File: src/rtl/apb_slave_regfile_if.sv
// APB bus bundle between the peripheral-side master and apb_slave_regfile.
// PSTRB exists only when APB_SLAVE_PSTRB_EN is defined.
interface apb_slave_regfile_if;
    logic        PSEL;
    logic        PENABLE;
    logic        PWRITE;
    logic [31:0] PADDR;
    logic [31:0] PWDATA;
    logic [31:0] PRDATA;
    logic        PREADY;
    logic        PSLVERR;
`ifdef APB_SLAVE_PSTRB_EN
    logic [3:0]  PSTRB;

    modport master (
        output PSEL, PENABLE, PWRITE, PADDR, PWDATA, PSTRB,
        input  PRDATA, PREADY, PSLVERR
    );
    modport slave (
        input  PSEL, PENABLE, PWRITE, PADDR, PWDATA, PSTRB,
        output PRDATA, PREADY, PSLVERR
    );
`else
    modport master (
        output PSEL, PENABLE, PWRITE, PADDR, PWDATA,
        input  PRDATA, PREADY, PSLVERR
    );
    modport slave (
        input  PSEL, PENABLE, PWRITE, PADDR, PWDATA,
        output PRDATA, PREADY, PSLVERR
    );
`endif
endinterface

File: src/rtl/apb_slave_regfile.sv
// APB completer with a word-addressed register file and programmable wait states.
// Register 0 is a read-only ID; registers 1..NUM_REGS-1 are read/write and exported flat.
// Optional byte strobes: define APB_SLAVE_PSTRB_EN.
module apb_slave_regfile #(
    parameter int unsigned NUM_REGS    = 8,
    parameter int unsigned WAIT_CYCLES = 1,
    parameter logic [31:0] ID_VALUE    = 32'hA5B0_0001
) (
    input  logic                      PCLK,
    input  logic                      PRESETn,
    apb_slave_regfile_if.slave        apb,
    output logic [NUM_REGS*32-1:0]    regs_o
);

    localparam int unsigned IdxW      = $clog2(NUM_REGS);
    localparam logic [31:0] AddrLimit = 32'(NUM_REGS * 4);
    localparam logic [3:0]  WaitCnt   = 4'(WAIT_CYCLES);

    typedef enum logic [1:0] {StIdle, StWait, StDone} state_e;

    state_e          state_q;
    logic [3:0]      cnt_q;
    logic [31:0]     addr_q;
    logic [31:0]     wdata_q;
    logic            write_q;
    logic            err_q;
    logic            pready_q;
    logic            pslverr_q;
    logic [31:0]     prdata_q;
`ifdef APB_SLAVE_PSTRB_EN
    logic [3:0]      strb_q;
`endif

    logic [31:0]     regs_q    [1:NUM_REGS-1];
    logic [31:0]     regs_view [NUM_REGS];

    logic [31:0]     dec_addr;
    logic            dec_write;
    logic [IdxW-1:0] dec_idx;
    logic            dec_err;
    logic [31:0]     rd_resp;
    logic [IdxW-1:0] wr_idx;
    logic            commit;

    // Register 0 reads as the ID constant; the rest come from storage.
    for (genvar i = 0; i < NUM_REGS; i++) begin : g_view
        if (i == 0) begin : g_id
            assign regs_view[i] = ID_VALUE;
        end else begin : g_reg
            assign regs_view[i] = regs_q[i];
        end
        assign regs_o[32*i +: 32] = regs_view[i];
    end

    // Decode the live bus in IDLE (needed when there are no wait states), else the latched request.
    always_comb begin
        if (state_q == StIdle) begin
            dec_addr  = apb.PADDR;
            dec_write = apb.PWRITE;
        end else begin
            dec_addr  = addr_q;
            dec_write = write_q;
        end
    end

    assign dec_idx = dec_addr[2 +: IdxW];
    assign dec_err = (dec_addr[1:0] != 2'b00) || (dec_addr >= AddrLimit) ||
                     (dec_write && (dec_idx == '0));
    assign rd_resp = dec_err ? 32'h0 : regs_view[dec_idx];

    // A DONE cycle aborted by PSEL=0 must not write.
    assign wr_idx = addr_q[2 +: IdxW];
    assign commit = (state_q == StDone) && apb.PSEL && write_q && !err_q;

    // Transfer sequencing: latch in SETUP, count wait states, answer for one cycle in DONE.
    always_ff @(posedge PCLK) begin
        if (!PRESETn) begin
            state_q   <= StIdle;
            cnt_q     <= '0;
            addr_q    <= '0;
            wdata_q   <= '0;
            write_q   <= 1'b0;
            err_q     <= 1'b0;
            pready_q  <= 1'b0;
            pslverr_q <= 1'b0;
            prdata_q  <= '0;
`ifdef APB_SLAVE_PSTRB_EN
            strb_q    <= '0;
`endif
        end else begin
            unique case (state_q)
                StIdle: begin
                    pready_q  <= 1'b0;
                    pslverr_q <= 1'b0;
                    if (apb.PSEL && !apb.PENABLE) begin
                        addr_q  <= apb.PADDR;
                        write_q <= apb.PWRITE;
                        wdata_q <= apb.PWDATA;
                        err_q   <= dec_err;
                        cnt_q   <= WaitCnt;
`ifdef APB_SLAVE_PSTRB_EN
                        strb_q  <= apb.PSTRB;
`endif
                        if (WAIT_CYCLES == 0) begin
                            state_q   <= StDone;
                            pready_q  <= 1'b1;
                            pslverr_q <= dec_err;
                            if (!dec_write) begin
                                prdata_q <= rd_resp;
                            end
                        end else begin
                            state_q <= StWait;
                        end
                    end
                end
                StWait: begin
                    if (!apb.PSEL) begin
                        state_q <= StIdle;
                        cnt_q   <= '0;
                    end else begin
                        cnt_q <= cnt_q - 4'd1;
                        if (cnt_q <= 4'd1) begin
                            state_q   <= StDone;
                            pready_q  <= 1'b1;
                            pslverr_q <= dec_err;
                            if (!dec_write) begin
                                prdata_q <= rd_resp;
                            end
                        end
                    end
                end
                StDone: begin
                    state_q   <= StIdle;
                    cnt_q     <= '0;
                    pready_q  <= 1'b0;
                    pslverr_q <= 1'b0;
                end
                default: begin
                    state_q   <= StIdle;
                    pready_q  <= 1'b0;
                    pslverr_q <= 1'b0;
                end
            endcase
        end
    end

    // Register storage: commit on the edge that closes DONE.
    always_ff @(posedge PCLK) begin
        if (!PRESETn) begin
            for (int i = 1; i < NUM_REGS; i++) begin
                regs_q[i] <= '0;
            end
        end else if (commit) begin
            for (int i = 1; i < NUM_REGS; i++) begin
                if (wr_idx == IdxW'(i)) begin
`ifdef APB_SLAVE_PSTRB_EN
                    for (int b = 0; b < 4; b++) begin
                        if (strb_q[b]) begin
                            regs_q[i][8*b +: 8] <= wdata_q[8*b +: 8];
                        end
                    end
`else
                    regs_q[i] <= wdata_q;
`endif
                end
            end
        end
    end

    assign apb.PRDATA  = prdata_q;
    assign apb.PREADY  = pready_q;
    assign apb.PSLVERR = pslverr_q;

endmodule

File: src/flat_wrapper.sv
// flat-port wrapper written by rule: the top's interface ports become plain ports
module apb_slave_regfile_flat 
#(
    parameter int unsigned NUM_REGS    = 8,
    parameter int unsigned WAIT_CYCLES = 1,
    parameter logic [31:0] ID_VALUE    = 32'hA5B0_0001
)
  (PCLK, PRESETn, regs_o, apb_PSEL, apb_PENABLE, apb_PWRITE, apb_PADDR, apb_PWDATA, apb_PRDATA, apb_PREADY, apb_PSLVERR);
  apb_slave_regfile_if apb_i ();
  input  logic PCLK;
  input  logic PRESETn;
  output logic [NUM_REGS*32-1:0] regs_o;
  input wire logic [$bits(apb_i.PSEL)-1:0] apb_PSEL;
  input wire logic [$bits(apb_i.PENABLE)-1:0] apb_PENABLE;
  input wire logic [$bits(apb_i.PWRITE)-1:0] apb_PWRITE;
  input wire logic [$bits(apb_i.PADDR)-1:0] apb_PADDR;
  input wire logic [$bits(apb_i.PWDATA)-1:0] apb_PWDATA;
  output wire logic [$bits(apb_i.PRDATA)-1:0] apb_PRDATA;
  output wire logic [$bits(apb_i.PREADY)-1:0] apb_PREADY;
  output wire logic [$bits(apb_i.PSLVERR)-1:0] apb_PSLVERR;
  assign apb_i.PSEL = apb_PSEL;
  assign apb_i.PENABLE = apb_PENABLE;
  assign apb_i.PWRITE = apb_PWRITE;
  assign apb_i.PADDR = apb_PADDR;
  assign apb_i.PWDATA = apb_PWDATA;
  assign apb_PRDATA = apb_i.PRDATA;
  assign apb_PREADY = apb_i.PREADY;
  assign apb_PSLVERR = apb_i.PSLVERR;
  apb_slave_regfile #(.NUM_REGS(NUM_REGS), .WAIT_CYCLES(WAIT_CYCLES), .ID_VALUE(ID_VALUE)) u_core (.PCLK(PCLK), .PRESETn(PRESETn), .apb(apb_i), .regs_o(regs_o));
endmodule
File: config.mk
export PLATFORM = sky130hd
export DESIGN_NAME = apb_slave_regfile_flat
export DESIGN_NICKNAME = d
export VERILOG_FILES = /design/src/rtl/apb_slave_regfile_if.sv /design/src/rtl/apb_slave_regfile.sv /design/src/flat_wrapper.sv
export SDC_FILE = /design/constraint.sdc
export NUM_CORES = 1
export LEC_CHECK = 0
export ABC_AREA = 1
export CORE_MARGIN = 3
export CORE_UTILIZATION = 50
export DETAILED_ROUTE_END_ITERATION = 8
export PLACE_DENSITY = 0.81
export SLEW_MARGIN = 20
export SYNTH_ARGS = -nofsm -noshare
export SYNTH_HDL_FRONTEND = slang
export SYNTH_SLANG_ARGS = --single-unit
File: constraint.sdc
create_clock -name PCLK -period 9 [get_ports PCLK]
set_clock_uncertainty 0.2 [all_clocks]
set_input_delay 0.9 -clock PCLK [delete_from_list [all_inputs] [get_ports PCLK]]
set_output_delay 0.9 -clock PCLK [all_outputs]
set_load 0.1 [all_outputs]
* Word-level counts from Yosys, hierarchy flattened
Memories as Yosys holds them, arrays and structs flattened.
Index checks and enable logic that the tools add are counted.
** Operators by class
- $add $sub $neg :: 1
- Multipliers :: 0
- Divide/modulo/power cells :: 0
- Magnitude comparators :: 3
- Eq/ne operators :: 11
- Shift-type cells :: 0
- Muxes and demuxes :: 49
- Bitwise operators :: 9
- Reduce and logical (&&, ||, !) cells :: 19
** Operator list (count)
- two-way mux 32 bit :: 11
- binary-select mux 32 bit (select 3 bit) :: 1
- >= comparator 32 x 6 -> 1 bit, second input constant :: 1
- two-way mux 1 bit :: 30
- equality test 3 bit, second input constant :: 4
- one-hot mux 4 bit (3 select lines) :: 1
- AND reduction 2 bit :: 5
- two-way mux 4 bit :: 2
- bitwise OR 1 bit :: 7
- equality test 3 x 2 -> 1 bit, second input constant :: 2
- two-way mux 2 bit :: 3
- logical AND 1 bit :: 5
- >= comparator 4 bit, second input constant :: 1
- <= comparator 4 x 1 -> 1 bit, second input constant :: 1
- inverter 3 -> 4 bit :: 1
- one-hot mux 2 bit (2 select lines) :: 1
- AND reduction 4 bit :: 1
- subtractor 4 x 1 -> 4 bit, second input constant :: 1
- equality test 3 x 1 -> 1 bit, second input constant :: 1
- zero test 3 bit :: 1
- != test 3 x 2 -> 1 bit, second input constant :: 1
- nonzero test 3 bit :: 1
- equality test 2 x 1 -> 1 bit, second input constant :: 1
- equality test 2 bit, second input constant :: 1
- other kinds (6) :: 8
** Word-level totals
- Register bits after elaboration :: 106
- Latch bits :: 0
- Memory bits (writable) :: 224
- Bits in read-only memories :: 0
- Bits of input ports :: 69
- Output and inout port bits :: 290
- Logic and storage cells :: 102
- Memories kept :: 1
** Memories
- u_core.regs_q :: depth 7, width 32, rd ports 7, clocked after Yosys merged registers in 0, write ports 7, line apb_slave_regfile.sv:34 : logic [31:0] regs_q [1:NUM_REGS-1];

* Depth between registers and ports, before layout
Gate-level depths: netlist of the first run.
- Depth after elaboration :: 8
- Mapped depth :: 15
- Depth with buffers taken out :: 13

* Worst setup path before layout of the first run
OpenSTA, ideal clock, no wires.
- Path kind :: input port to flip-flop
- Start point :: input port apb_PSEL
- End point :: memory u_core.regs_q[3][0], enable pin
- Library setup time :: 0.470 ns
- Arrival time :: 3.514 ns
- Data required time :: 8.330 ns
- Setup slack :: 4.816 ns
- Cell stages on the path :: 2
- Buffers on the path :: 0
- Path through :: nand4_1 -> o31ai_1
** RTL lines
- start, declared :: line flat_wrapper.sv:13 : input wire logic [$bits(apb_i.PSEL)-1:0] apb_PSEL;
- end, declared :: line apb_slave_regfile.sv:34

* Final worst setup path of the first run
- Start point :: register u_core.state_q[0]
- End point :: register u_core.prdata_q[9] (netlist: u_core.apb.PRDATA[9])
** On the way
- Longest elaborated chain between the ends :: 7
- Elaborated cells between the ends (all ways) :: 17
- Those cells by class :: order compare (1); eq/ne (1); mux (6); bitwise (2); reduce/logical (7)
** Ends and longest elaborated chain
- start, declared :: line apb_slave_regfile.sv:21 : state_e state_q;
- start signal, assigned :: line apb_slave_regfile.sv:78 : state_q <= StIdle;
- start signal, assigned :: line apb_slave_regfile.sv:105 : state_q <= StDone;
- start signal, assigned :: line apb_slave_regfile.sv:112 : state_q <= StWait;
- parallel branches: the longest is 7 deep, another holds >= comparator 32 x 6 -> 1 bit
- end signal, assigned :: line apb_slave_regfile.sv:109 : prdata_q <= rd_resp;
- end signal, assigned :: line apb_slave_regfile.sv:127 : prdata_q <= rd_resp;
- end, declared :: line apb_slave_regfile.sv:29 : logic [31:0] prdata_q;
Parallel ways; which one is timed is not known. The select of a mux whose other input is x is not followed.
A chain may end at the register's enable or synchronous reset.

==> results of run 1 <==
-- flip-flops by register name, indices dropped and copies added, names as in the netlist --
register and count:
u_core.addr_q 32, u_core.apb.PRDATA 32, u_core.apb.PREADY 1, u_core.apb.PSLVERR 1, u_core.cnt_q 4, u_core.err_q 1, u_core.regs_q 224, u_core.state_q 2
u_core.wdata_q 32, u_core.write_q 1
-- tightest hold or removal path: stages, from the launching register on --
cell	delay, ps
dfxtp_1	290
inv_1	60
a21oi_1	50
-- metrics by stage --
stage	total power, W	utilization (%)	instances	hold WS (ps)	instance area, µm²
global placement	0.002701	62.58	2347	240.9	18110
global route	0.004287	66.58	2411	275.3	19270
detailed placement	0.002716	62.58	2347	245.1	18110
floorplan	0.002488	-	1755	229.5	14890
CTS	0.004143	66.58	2411	253.6	19260
finish	0.004149	66.58	2411	253.4	19270
-- cells in the final DEF (no fill, tap or decap), drive strengths merged --
| cell | instances |
|---|---|
| edfxtp | 224 |
| nand4 | 6 |
| ha | 5 |
| buf | 16 |
| a211oi | 1 |
| nor3 | 1 |
| a21oi | 67 |
| nand3 | 129 |
| nand3b | 3 |
| nand2 | 503 |
| o22ai | 1 |
| o21ai | 51 |
| o31ai | 1 |
| clkbuf | 49 |
| inv | 114 |
| dfxtp | 106 |
| conb | 32 |
| nor2 | 369 |
| xnor2 | 1 |
| clkinv | 12 |
| a221oi | 7 |
| bufinv | 3 |
| clkinvlp | 1 |
| clkdlybuf4s50 | 325 |
-- power by group through the flow --
stage	combinational [W]	clock, W	sequential [W]
global route	0.00105	0.00151	0.00172
global placement	0.000955	0	0.00175
finish	0.000978	0.00145	0.00172
detailed placement	0.000968	0	0.00175
floorplan	0.000484	0	0.00200
CTS	0.000972	0.00145	0.00172
-- layer usage --
metal | vias to the layer above | part of all wire (%) | track usage (%)
met4 | 0 | 4.7 | 14.17
li1 | 6019 | - | -
met1 | 6195 | 37 | 37.52
met2 | 904 | 48 | 48.19
met3 | 148 | 11 | 5.434
met5 | - | 0 | 0
-- cell type report --
cell class                      instances  area share (%)
Inverter                              115           2.247
Sequential cell                       330           45.93
Tap cell                              384           2.494
Timing Repair Buffer                  341           17.50
Clock inverter                         15          0.7468
Multi-Input combinational cell       1177           25.83
Clock buffer                           49           5.254
-- worst max path at each step --
stage	start	endpoint	cells after the start
floorplan	apb_PSEL	u_core.regs_q[3][0]	2
global placement	apb_PADDR[4]	u_core.apb.PRDATA[25]	9
detailed placement	apb_PSEL	u_core.regs_q[7][14]	5
CTS	u_core.state_q[0]	u_core.apb.PRDATA[9]	15
global route	u_core.state_q[0]	u_core.apb.PRDATA[0]	15
finish	u_core.state_q[0]	u_core.apb.PRDATA[9]	15
-- logic make-up after synthesis --
kind of cell	count (synthesis)	synth area share, %
buffers and inverters	248	7.830
other	2	0.05081
DFF	330	59.86
xor gates and xnor gates	1	0.05926
and+or+nand+nor	1011	27.22
adders and majority gates	5	0.4232
AOI/OAI and AO/OA	128	4.554
==> qor.csv, run 1 <==
stage;metric;value;unit
outcome;status;complete, no violations;
synth;Cell Area, Synth;0.01478;mm²
final_layout;Fillers;2238;
worst_setup_path;CP delay by family, top;simple AND/OR/NAND/NOR gates;
floorplanning;Die Wd;177.9;µm
timing;slew margin rel.;23.31;%
synth;top_reg_cell synth;edfxtp_1;
final_layout;Reg area;0.008848;mm²
worst_setup_path;CP max FO;66;
clock_tree;CTS tree;done;
floorplanning;Site Rows;62;
clock_tree;Post-CTS Resized;0;
clock_tree;cts hold-fix bufs;0;
hold_path;hold crit path type;reg2reg;
clock_tree;clk sinks;330;
pwr;Net Switching;0.001376;W
job;# Max-Cap Violations;0;
hold_path;hold_sp;u_core.addr_q[29];
timing;setup violators final;0;
global_routing;antenna violations before repair;0;
worst_setup_path;slowest CP cell;buf_4;
placement;GP Congestion;0.8980;
synth;count leader, synth;nand2_1;
synth;post-synth top area cell;edfxtp_1;
synth;register area share after synthesis;59.86;%
synth;asr flop ratio synth;0;%
timing;setup TNS;0;ps
floorplanning;die area;0.03166;mm²
worst_setup_path;critical path capture point type;register;
floorplanning;I/O pin count;359;
timing;Slew @ Worst Pin;1147;ps
timing;Final WS setup;5094;ps
timing;f_max;0.2560;GHz
placement;Post-DP HPWL;29.96;mm
hold_path;WHS Endpoint;u_core.addr_q[29];
timing;min Tclk post-route;3906;ps
clock_tree;cts bufs inserted;36;
global_routing;Overall Global Routing Usage;29.35;%
floorplanning;effective utilization at floorplan;51.09;%
pwr;Peak VDD IR;0.0001127;V
synth;Syn Inst Count;1725;
route;final wirelength;47.47;mm
clock_tree;CTS root buffer;clkbuf_16;
worst_setup_path;most used cell, CP;nor2_1;
worst_setup_path;reg2reg end;u_core.apb.PRDATA[9];
worst_setup_path;CP Data Arrival Time;4110;ps
route;DR iter-0 viols;1637;
clock_tree;clock-pin transition on the worst setup and hold timing paths;60;ps
synth;post-synthesis register bit count;330;
worst_setup_path;Setup CP Type;reg2reg;
global_routing;global route overflow;0;
pwr;Leak;7.676;nW
clock_tree;CTS Buffer Depth;3;
synth;post-synth top area share;45.51;%
pwr;Combinational Power Share;23.6;%
clock_tree;clk_lat worst skew;510;ps
route;DRC Markers;0;
clock_tree;H-Tree Depth;2;
route;DR vias;13266;
worst_setup_path;reg2reg setup slack;5090;ps
placement;port buffer count;326;
timing;period utilization;43.40;%
pwr;Sw Ratio;33.16;%
global_routing;pin count of the biggest net entering global routing;113;
clock_tree;Post-CTS Setup Repair Bufs;0;
worst_setup_path;crit start category;register;
synth;number of flops mapped to enable cells by yosys;224;
synth;YS warnings;0;
worst_setup_path;Buf+Inv Stages, Crit Path;4;
route;Vias/cell;5.502;
synth;Synth top cells by count;nand2_1, nor2_1, edfxtp_1;
timing;Hold Vio Cnt, Final;0;
hold_path;Hold Crit Depth;2;
worst_setup_path;R2R depth;15;
final_layout;Layout Nets;2075;
floorplanning;Die H;177.9;µm
final_layout;Multi-input gate area;0.004977;mm²
synth;syn avg cell area;8.569;µm²
route;WL/cell;19.69;µm
pwr;Reg power frac;41.4;%
pwr;clock power share;35.0;%
timing;Pins Over Slew Limit;0;
final_layout;number of diodes;0;
final_layout;Layout area overhead;30.34;%
floorplanning;Core ar.;0.02894;mm²
synth;library cells used by synthesis;28;
route;Pre-antenna DRT Iters;6;
worst_setup_path;CP Cell Sequence;inv_1, ha_1, buf_4, inv_2, nand2_1, nand2_2, buf_4, nor2_1, nand2_1, nand2_1, nor2_2, nand3_2, nor2_1, nor2_1, nor2_1;
placement;worst slack at placement;4991;ps
worst_setup_path;max incr delay on CP;690;ps
timing;RSZ-0062 raised after global routing;no;
pwr;pwr dens;215.4;mW/mm²
worst_setup_path;CP required;9200;ps
worst_setup_path;Worst R2R Start;u_core.state_q[0];
route;antenna-violating nets left;0;
pwr;internal power;0.002773;W
global_routing;first-pass GRT wire length;70.90;mm
final_layout;share of cells above drive strength 1;4.687;%
synth;top post-synthesis cells by area;edfxtp_1, dfxtp_1, nand2_1;
global_routing;vias in the first global route;12686;
Power figures use the tool's default switching activity.
==> run 2: changes to the inputs <==
--- a/config.mk
+++ b/config.mk
@@ -7,9 +7,9 @@
 export LEC_CHECK = 0
 export ABC_AREA = 1
 export CORE_MARGIN = 3
-export CORE_UTILIZATION = 50
+export CORE_UTILIZATION = 45
 export DETAILED_ROUTE_END_ITERATION = 8
-export PLACE_DENSITY = 0.81
+export PLACE_DENSITY = 0.77
 export SLEW_MARGIN = 20
 export SYNTH_ARGS = -nofsm -noshare
 export SYNTH_HDL_FRONTEND = slang
==> constraint.sdc (replaced) <==
create_clock -name PCLK -period 3.35 [get_ports PCLK]
set_clock_uncertainty 0.2 [all_clocks]
set_input_delay 0.335 -clock PCLK [delete_from_list [all_inputs] [get_ports PCLK]]
set_output_delay 0.335 -clock PCLK [all_outputs]
set_load 0.1 [all_outputs]
==> run 2 against run 1 <==
  * First-iteration DRC count down 14%
  * Sequential share of layout area down 0.41 points
  * Final cell count up 3.2%
  * Design area up 0.90%
  * Clock-buffer cell count down 1
  * Flip-flop and latch count unchanged
  * Worst setup slack worse by 4600 ps
  * Wire length up 1.1%
  * Largest power group unchanged
==> qor.csv, run 2 (synthesis results as in run 1) <==
stage;metric;value;unit;change
outcome;status;complete, no violations;;
clock_tree;clk_lat worst skew;510;ps;about the same
worst_setup_path;max incr delay on CP;380;ps;-310 ps
route;Vias/cell;5.307;;-3.6%
clock_tree;CTS root buffer;clkbuf_16;;
route;final wirelength;47.99;mm;+1.1%
final_layout;commonest cells after routing, fill and taps aside;nand2_1, nor2_1, clkdlybuf4s50_1, edfxtp_1, nand3_1;;
timing;slew margin rel.;30.89;%;+7.6 points
route;antenna-violating nets left;0;;unchanged
timing;setup violators final;0;;unchanged
placement;dpl cells;2424;;+3.3%
timing;hold_ws;228.8;ps;-24.63 ps
final_layout;post-route core utilization;60.82;%;-5.8 points
clock_tree;CTS tree;done;;
pwr;pwr dens;569.6;mW/mm²;+160%
timing;period utilization;86.05;%;+43 points
clock_tree;cts hold-fix bufs;0;;unchanged
final_layout;Largest Register;u_core.regs_q;;
pwr;Leak;7.886;nW;+2.7%
job;# Max-Cap Violations;0;;unchanged
route;Pre-antenna DRT Iters;6;;unchanged
global_routing;antenna violations before repair;1;;+1
final_layout;fin cells;2489;;+3.2%
clock_tree;CTS Buffer Depth;3;;unchanged
worst_setup_path;Worst R2R Start;u_core.state_q[1];;
worst_setup_path;most used cell, CP;nor2_1;;
global_routing;pin count of the biggest net entering global routing;69;;-39%
placement;port buffer count;326;;unchanged
route;WL/cell;19.28;µm;-2.1%
worst_setup_path;crit start category;register;;
worst_setup_path;Setup CP Type;reg2reg;;
placement;Post-DP HPWL;33.06;mm;+10%
global_routing;vias in the first global route;12636;;-0.39%
worst_setup_path;CP Cell Sequence;inv_1, ha_1, inv_2, nand2_1, nand2_2, buf_4, nor2_1, nand2_1, nand2_1, nor2_2, nand3_2, buf_4, nor2_1, nor2_1, nor2_1;;
clock_tree;Post-CTS Setup Repair Bufs;0;;unchanged
floorplanning;Core ar.;0.03196;mm²;+10%
placement;GP Congestion;0.8782;;-2.2%
timing;min Tclk post-route;2883;ps;-1023 ps
route;DR iter-0 viols;1400;;-14%
floorplanning;I/O pin count;359;;unchanged
timing;Final WS setup;467.3;ps;-4627 ps
clock_tree;Post-CTS Resized;0;;unchanged
worst_setup_path;CP max FO;32;;-52%
final_layout;max reg flops;224;;unchanged
worst_setup_path;critical path capture point type;register;;
floorplanning;Die H;187.2;µm;+5.2%
floorplanning;Site Rows;65;;+4.8%
clock_tree;cts bufs inserted;36;;unchanged
timing;Slew @ Worst Pin;1033;ps;-113.3 ps
hold_path;hold crit path type;in2reg;;
worst_setup_path;slowest CP cell;buf_4;;
clock_tree;clock-pin transition on the worst setup and hold timing paths;60;ps;about the same
worst_setup_path;CP required;3590;ps;-5610 ps
global_routing;global route overflow;0;;unchanged
floorplanning;effective utilization at floorplan;46.25;%;-4.8 points
worst_setup_path;Buf+Inv Stages, Crit Path;4;;unchanged
clock_tree;clk sinks;330;;unchanged
worst_setup_path;CP delay by family, top;buffers and inverters;;
hold_path;hold_sp;apb_PADDR[22];;
timing;f_max;0.3469;GHz;+35%
clock_tree;H-Tree Depth;2;;unchanged
worst_setup_path;CP Data Arrival Time;3120;ps;-990 ps
final_layout;share of cells above drive strength 1;8.471;%;+3.8 points
global_routing;first-pass GRT wire length;72.81;mm;+2.7%
placement;worst slack at placement;546.1;ps;-4445 ps
pwr;Peak VDD IR;0.0003478;V;+210%
floorplanning;Die Wd;187.2;µm;+5.2%
global_routing;Overall Global Routing Usage;26.41;%;-2.9 points
route;DRC Markers;0;;unchanged
final_layout;most common cell after layout, fill and taps aside;nand2_1;;
worst_setup_path;Crit. Startpoint;u_core.state_q[1];;
timing;Pins Over Slew Limit;0;;unchanged
floorplanning;die area;0.03506;mm²;+11%
timing;Hold Vio Cnt, Final;0;;unchanged
route;DR vias;13208;;-0.44%
final_layout;Layout area overhead;31.50;%;
final_layout;number of diodes;0;;unchanged
timing;RSZ-0062 raised after global routing;no;;
final_layout;Layout Nets;2101;;+1.3%
==> run 2: cell count changes in the layout (fill, tap and decap cells not counted), moves of 2 or more <==
| cell | before | now |
|---|---|---|
| buf_4 | 15 | 88 |
| clkdlybuf4s50_1 | 325 | 271 |
| buf_12 | 0 | 7 |
| clkbuf_1 | 7 | 10 |
| clkbuf_8 | 4 | 1 |
| clkinv_1 | 7 | 5 |
| inv_6 | 0 | 2 |
==> run 2: worst paths after layout <==
| path | endpoint | slack [ps] | cells past startpoint |
|---|---|---|---|
| max reg2reg | u_core.apb.PRDATA[27] | 470 | 15 |
| max | u_core.apb.PRDATA[27] | 470 | 15 |
| min | u_core.addr_q[22] | 230 | 3 |
| min reg2reg | u_core.addr_q[19] | 250 | 2 |
==> run 2: layout make-up <==
cell class / count / area, µm²
fillers: 2673 / 12520
clock inverters: 17 / 141.4
inverters: 115 / 431.7
flip-flops and latches: 330 / 8848
clock buffers: 48 / 977.2
well taps: 435 / 544.3
repair buffers: 367 / 3518
multi-input cells: 1177 / 4977
==> run 2: worst register-to-register path, cell delays in order (launching register included) <==
cell,delay (ps)
dfxtp_1,360
inv_1,80
ha_1,270
inv_2,300
nand2_1,120
nand2_2,100
buf_4,380
nor2_1,80
nand2_1,80
nand2_1,60
nor2_2,110
nand3_2,60
buf_4,290
nor2_1,180
nor2_1,50
nor2_1,100
==> run 2: per-stage QoR <==
step | total power (W) | setup TNS [ps] | area [µm²]
final | 0.01107 | 0 | 19440
after global routing | 0.01150 | 0 | 19440
after CTS | 0.01109 | 0 | 19440
after detailed placement | 0.007339 | 0 | 18320
after global placement | 0.007297 | 0 | 18320
after floorplan | 0.006684 | -22890 | 14900
==> run 2: power by group <==
part	total [W]	leakage [nW]	internal, W	switching, W
registers	0.00462	3.18	0.00451	0.000107
clock network	0.00379	0.544	0.00221	0.00157
logic	0.00267	4.16	0.000633	0.00203
total	0.0111	7.89	0.00736	0.00371
==> run 2: per-layer routing <==
layer	GRT usage [%]	part of all wire (%)	wire, µm
met1	32.55	37	17680
met2	44.73	48	22920
met3	5.547	11	5083
met4	11.92	4.8	2301
met5	0	0.015	7
